[config.mk]
export PLATFORM = sky130hd
export DESIGN_NAME = twiddle_mult
export DESIGN_NICKNAME = d
export VERILOG_FILES = /design/src/rtl/twiddle_mult.sv
export SDC_FILE = /design/constraint.sdc
export NUM_CORES = 2
export LEC_CHECK = 0
export ABC_AREA = 1
export BUFFER_PORTS_ARGS = -buffer_cell sky130_fd_sc_hd__clkbuf_2
export CORE_MARGIN = 3
export CORE_UTILIZATION = 35
export CTS_BUF_LIST = sky130_fd_sc_hd__clkbuf_8 sky130_fd_sc_hd__clkbuf_16
export CTS_CLUSTER_SIZE = 14
export DETAILED_ROUTE_END_ITERATION = 7
export PLACE_DENSITY = 0.52
export SYNTH_ARGS = -nofsm -noshare
export SYNTH_HDL_FRONTEND = slang
export SYNTH_SLANG_ARGS = --single-unit
[constraint.sdc]
create_clock -name clock -period 17.5 [get_ports clock]
set_clock_uncertainty 0.1 [all_clocks]
set_input_delay 3.5 -clock clock [delete_from_list [all_inputs] [get_ports clock]]
set_output_delay 3.5 -clock clock [all_outputs]
set_load 0.02 [all_outputs]
[src/rtl/twiddle_mult.sv]
// rtl/twiddle_mult.sv - radix-2^2 SDF twiddle stage: frame counter, table address, 3-cycle complex multiply
module twiddle_mult #(
    parameter int WIDTH = 16,
    parameter int LOG_N = 6,
    parameter int LOG_M = 6
) (
    input  logic             clock,
    input  logic             reset,
    input  logic             di_en,
    input  logic [WIDTH-1:0] di_re,
    input  logic [WIDTH-1:0] di_im,
    output logic [LOG_N-1:0] tw_addr,
    input  logic [WIDTH-1:0] tw_re,
    input  logic [WIDTH-1:0] tw_im,
    output logic             do_en,
    output logic [WIDTH-1:0] do_re,
    output logic [WIDTH-1:0] do_im
);

    localparam int SW = 2 * WIDTH + 1;
    localparam logic signed [SW-1:0] RND     = SW'(2 ** (WIDTH - 2));
    localparam logic signed [SW-1:0] SAT_MAX = SW'(2 ** (WIDTH - 1) - 1);
    localparam logic signed [SW-1:0] SAT_MIN = SW'(-(2 ** (WIDTH - 1)));

    // Frame position and stage-1 registers
    logic [LOG_M-1:0] r_cnt;
    logic [LOG_N-1:0] r_tw_addr;
    logic             r_s1_en;
    logic             r_s1_byp;
    logic [WIDTH-1:0] r_s1_re;
    logic [WIDTH-1:0] r_s1_im;

    // Stage-2 registers: partial products plus the raw sample for bypass
    logic                      r_s2_en;
    logic                      r_s2_byp;
    logic [WIDTH-1:0]          r_s2_re;
    logic [WIDTH-1:0]          r_s2_im;
    logic signed [2*WIDTH-1:0] r_ac;
    logic signed [2*WIDTH-1:0] r_bd;
    logic signed [2*WIDTH-1:0] r_ad;
    logic signed [2*WIDTH-1:0] r_bc;

    // Stage-3 (output) registers
    logic             r_do_en;
    logic [WIDTH-1:0] r_do_re;
    logic [WIDTH-1:0] r_do_im;

    // Address generation: the two top counter bits pick the quarter-frame
    // multiplier in bit-reversed order (0,2,1,3), the rest give the index.
    logic [1:0]       w_sel;
    logic [LOG_N-1:0] w_num;
    logic [LOG_N-1:0] w_addr;

    assign w_sel  = {r_cnt[LOG_M-2], r_cnt[LOG_M-1]};
    assign w_num  = LOG_N'(r_cnt[LOG_M-3:0]) << (LOG_N - LOG_M);
    assign w_addr = w_num * LOG_N'(w_sel);

    // Full-precision butterfly sums, one bit wider than the products
    logic signed [SW-1:0] w_sum_re;
    logic signed [SW-1:0] w_sum_im;
    logic [WIDTH-1:0]     w_mul_re;
    logic [WIDTH-1:0]     w_mul_im;

    assign w_sum_re = SW'(r_ac) - SW'(r_bd);
    assign w_sum_im = SW'(r_ad) + SW'(r_bc);

    // Round half-up back to Q1.15, then clamp to the representable range
    function automatic logic [WIDTH-1:0] round_sat(input logic signed [SW-1:0] s);
        logic signed [SW-1:0] t;
        t = (s + RND) >>> (WIDTH - 1);
        if (t > SAT_MAX) begin
            round_sat = {1'b0, {(WIDTH-1){1'b1}}};
        end else if (t < SAT_MIN) begin
            round_sat = {1'b1, {(WIDTH-1){1'b0}}};
        end else begin
            round_sat = t[WIDTH-1:0];
        end
    endfunction

    assign w_mul_re = round_sat(w_sum_re);
    assign w_mul_im = round_sat(w_sum_im);

    // Stage 1: accept the sample, advance the frame counter, issue the table address
    always_ff @(posedge clock or negedge reset) begin
        if (!reset) begin
            r_cnt     <= '0;
            r_tw_addr <= '0;
            r_s1_en   <= 1'b0;
            r_s1_byp  <= 1'b0;
            r_s1_re   <= '0;
            r_s1_im   <= '0;
        end else begin
            r_s1_en <= di_en;
            if (di_en) begin
                r_cnt     <= r_cnt + LOG_M'(1);
                r_tw_addr <= w_addr;
                r_s1_byp  <= (w_addr == '0);
                r_s1_re   <= di_re;
                r_s1_im   <= di_im;
            end
        end
    end

    // Stage 2: four signed products against the twiddle returned for r_tw_addr
    always_ff @(posedge clock or negedge reset) begin
        if (!reset) begin
            r_s2_en  <= 1'b0;
            r_s2_byp <= 1'b0;
            r_s2_re  <= '0;
            r_s2_im  <= '0;
            r_ac     <= '0;
            r_bd     <= '0;
            r_ad     <= '0;
            r_bc     <= '0;
        end else begin
            r_s2_en <= r_s1_en;
            if (r_s1_en) begin
                r_s2_byp <= r_s1_byp;
                r_s2_re  <= r_s1_re;
                r_s2_im  <= r_s1_im;
                r_ac     <= $signed(r_s1_re) * $signed(tw_re);
                r_bd     <= $signed(r_s1_im) * $signed(tw_im);
                r_ad     <= $signed(r_s1_re) * $signed(tw_im);
                r_bc     <= $signed(r_s1_im) * $signed(tw_re);
            end
        end
    end

    // Stage 3: pick multiplied or bypassed sample; data holds across gaps
    always_ff @(posedge clock or negedge reset) begin
        if (!reset) begin
            r_do_en <= 1'b0;
            r_do_re <= '0;
            r_do_im <= '0;
        end else begin
            r_do_en <= r_s2_en;
            if (r_s2_en) begin
                r_do_re <= r_s2_byp ? r_s2_re : w_mul_re;
                r_do_im <= r_s2_byp ? r_s2_im : w_mul_im;
            end
        end
    end

    assign tw_addr = r_tw_addr;
    assign do_en   = r_do_en;
    assign do_re   = r_do_re;
    assign do_im   = r_do_im;

endmodule

# After elaboration in Yosys (flattened, before gate mapping)
# Cells that the tools add are included.
[totals] word_cells=38 out_inout_bits=39 inputBits=67 register_bits=241
[classes] multipliers=5 order_cmp=4 n_reduce_logical=1 add_sub_neg=5 mux=6
[op_table] operator="16-bit by 16-bit multiplier with 32-bit output" count=4
[op_table] operator="16-bit 2-to-1 mux" count=6
[op_table] operator="33-bit by 16-bit adder with 33-bit output (second input constant)" count=2
[op_table] operator="18-bit by 16-bit > comparator with 1-bit output (second input constant)" count=2
[op_table] operator="18-bit by 16-bit < comparator with 1-bit output (second input constant)" count=2
[op_table] operator="32-bit by 32-bit adder with 33-bit output" count=1
[op_table] operator="32-bit by 32-bit subtractor with 33-bit output" count=1
[op_table] operator="6-bit by 1-bit adder with 6-bit output (second input constant)" count=1
[op_table] operator="6-bit zero test" count=1
[op_table] operator="4-bit by 2-bit multiplier with 6-bit output" count=1

# Logic depth before layout (Yosys ltp)
[depth] depth_word=6 depth_mapped=29 ltp_nobuf=27

# Worst setup path before layout
# Ideal clock, no wire load.
[synth_timing] path_kind="input -> register" startpoint="in tw_im[2]" endpoint="reg r_ad[27]" arrival_ps=8747 path_slack_ps=8535 n_path_buf=1 path_stages=20 setup_time_ps=118 t_required_ps=17282 path_cell_list="clkbuf_1 > nand2_1 > fa_1 > inv_1 > fa_1 > fa_1 > fa_1 > fa_1 > inv_1 > fa_1 > inv_1 > ha_1 > a21oi_1 > o21ai_0 > a21oi_1 > nand3_1 > a21o_1 > or2_2 > nand3_1 > nand2_1"
[synth_between] elab_chain_len=1
[synth_lines] item="start: declaration" line="14" source="input logic [WIDTH-1:0] tw_im,"
[synth_lines] item="16-bit by 16-bit multiplier with 32-bit output" line="123" source="r_ad <= $signed(r_s1_re) * $signed(tw_im);"
[synth_lines] item="end signal: assignment" line="123"
[synth_lines] item="end: declaration" line="40" source="logic signed [2*WIDTH-1:0] r_ad;"
# No other way between the ends.
# A chain may end at the register's enable or synchronous reset.

# Worst setup path after layout
[layout_timing] startpoint="in tw_im[1]" endpoint="reg r_bd[28]"
[layout_between] elab_chain_len=1
[layout_lines] item="16-bit by 16-bit multiplier with 32-bit output" line="122" source="r_bd <= $signed(r_s1_im) * $signed(tw_im);"
[layout_lines] item="end signal: assignment" line="122"
[layout_lines] item="end: declaration" line="39" source="logic signed [2*WIDTH-1:0] r_bd;"
# No other way between the ends.

==> run_results.csv <==
group,metric,value,unit
run_status,status,"completed",
worst_hold_path,min_path_type,"flip-flop to flip-flop",
cells_and_area,area_growth,7.12,%
floorplanning,top_level_ports,106,
sta,min_period_over_period,0.569,
synth,avgSynthCellArea,7.70,µm²
cts,cts_setup_buffers,0,
sta,finalSetupViolations,0,
synth,netlist_instances,7127,
sta,drv_slew,0,
place,dp_cells,9071,
cells_and_area,fill_cells,16281,
route,ant_nets,0,
sta,rsz0062_at_grt,"false",
global_route,grt_usage,0.215,
synth,synth.distinct_cells,45,
floorplanning,dieWidth,402,µm
worst_setup_path,cp.arrival,10.29,ns
synth,synth_top_area_frac,0.383,
synth,synth_fa_ha_area_frac,0.486,
cells_and_area,post_layout_nonfiller_instances,9147,
floorplanning,die_height,402,µm
sta,tightest_slew,1.07,ns
synth,synth.most_common_cell,"nand2_1",
route,route.detailed.wl_per_inst,18.6,µm
worst_setup_path,start_kind,"input pin",
cells_and_area,drive_gt1_frac,0.0430,
cts,h-tree-depth,2,
synth,synth_xor_area_frac,0.0171,
sta,setup-tns-final,0,ns
global_route,grt.overflow.total,0,
sta,fin_crit,9.96,ns
route,routed_wl,171000,µm
cts,clk_latency,0.61,ns
cells_and_area,final_util,0.380,
job,maxCapViolations,0,
route,drtIter0Drc,3521,
worst_setup_path,critPathSlowestCell,"nor3_1",
sta,max_freq,0.100,GHz
floorplanning,core,155000,µm²
place,dp_hpwl,133000,µm
synth,synth_common_cells,"nand2_1, inv_1, fa_1, ha_1, clkbuf_1",
place,numPortBuffers,105,
synth,synth_nets,8697,
route,vias,44078,
floorplanning,dieArea,162000,µm²
sta,hold_viol,0,
worst_setup_path,worst_ep_required_time,17.83,ns
synth,synth_seq_cells,241,
synth,synth-main-ff-cell,"dfrtp_1",
global_route,grt_antenna_before_repair,15,
floorplanning,initial_core_util,0.354,
worst_setup_path,slowest_delay,0.83,ns
global_route,grt_pass1_wl,269000,µm
synth,yosysTopAreaCell,"fa_1",
synth,synth.area.mux_share,0,
route,drcViolationCount,0,
worst_setup_path,cp_max_fo,32,
synth,synth_compound_area_frac,0.0529,
sta,maxSlewHeadroom,0.282,
floorplanning,num_rows,144,
synth,synthArstFlopShare,1.00,
synth,synth_edf_count,0,
cts,clk_pin_slew,0.06,ns
synth,yosys_warnings,0,
cells_and_area,nNetsFinal,8637,
cts,holdBufCountCts,0,
synth,ys_seq_area_frac,0.110,
route,vias_per_cell,4.82,
global_route,grt_max_degree,132,
cts,clock_sinks,241,
cts,root_buffer,"clkbuf_16",
worst_setup_path,end_kind,"flip-flop",
cts,cts_buffers,38,
global_route,grt_pass1_vias,45595,
worst_setup_path,worstPathCellList,"clkbuf_2 > nand2_1 > inv_1 > fa_1 > fa_1 > fa_1 > fa_1 > fa_1 > inv_1 > fa_1 > inv_1 > ha_1 > nand2_1 > nor3_1 > nand4_1 > nand3_1 > nand2_1 > nand2_1 > nand2_1 > nand2_1 > nand2_1 > nand3_1 > o21ai_0",
cts,cts_buffer_depth,3,
place,place_congestion,0.956,
worst_setup_path,cpMostUsedCell,"nand2_1",
worst_setup_path,path_class,"input pin to flip-flop",
synth,synth_top_cells_by_area,"fa_1, nand2_1, inv_1",
cts,cts_tree,"yes",
synth,yosys.area_share.simple,0.185,
synth,synth_top_family_by_area,"adder cells",
route,dr.pass1.iters,5,
synth,syn-cell-area,54900,µm²
cts,cts_resized,0,
[flip-flops by register name, summed over array words and instances (netlist names), 6 cells and up]
register  count
r_bc         32
r_s1_im      16
r_ac         32
do_im        16
r_s1_re      16
do_re        16
r_s2_im      16
tw_addr       6
r_s2_re      16
r_ad         32
r_cnt         6
r_bd         32
[kinds of logic after synthesis]
family          count (synthesis)
simple gates                 2563
buf+inv                      2179
fa+ha+maj                    1503
compound gates                534
flops                         241
xor+xnor                      107
[cells in the final DEF, fill, tap and decap left out, drive strengths merged, types with 18 or more instances in the layout]
master,count
xor2,53
clkbuf,150
nor3,28
o21bai,18
ha,454
nor2,246
nand4,26
buf,70
xnor2,54
dfrtp,241
a21o,27
inv,1913
o21ai,212
nand2,2038
fa,1049
nand3,153
or2,45
a21oi,228
[worst paths after layout]
kind                       startpoint  endpoint  slack [ns]  depth (start not counted)
max                          tw_im[1]  r_bd[28]        7.54                         23
min                           r_s2_en     do_en        0.32                          0
max reg2reg                r_s1_im[5]  r_bd[28]        9.90                         27
min reg2reg                   r_s2_en     do_en        0.32                          0
max in group asynchronous       reset  r_bd[30]       13.01                          2
min in group asynchronous       reset  r_bc[29]        2.85                          1
[critical path, delay by kind of cell]
kind	cells	cell delay, ns
buffers and inverters	4	0.70
AO/OA/AOI/OAI	1	0.10
adder cells (fa/ha/maj)	7	3.58
AND/OR/NAND/NOR	11	2.38
[stage by stage]
stage          setup slack [ns]  hold WS, ns  cell area [µm²]
2_1_floorplan              8.54        0.293            54900
6_report                   7.54        0.323            58800
3_5_place_dp               7.19        0.309            57500
5_1_grt                    7.21        0.328            58800
4_1_cts                    7.80        0.322            58800
3_3_place_gp               7.11        0.310            57500
[layout make-up]
cell class	instances	area [µm²]	area share
Multi-Input combinational cell	4707	40700	0.692
Inverter	1906	7160	0.122
Sequential cell	241	6030	0.103
Tap cell	2044	2560	0.0435
Clock buffer	47	1090	0.0185
Timing Repair Buffer	173	1060	0.0180
Clock inverter	22	224	0.00381
Antenna cell	7	17.5	0.000298
[routing by layer]
layer  wire, µm  GRT usage  vias up
li1           -          -    20513
met1      78800      0.314    22111
met2      74500      0.329     1277
met3      12700     0.0415      163
met4       4470     0.0524       14
met5         99          0        -
Power is not shown: default switching activity piles up to over one toggle a cycle in this logic, so the estimate is an artifact.
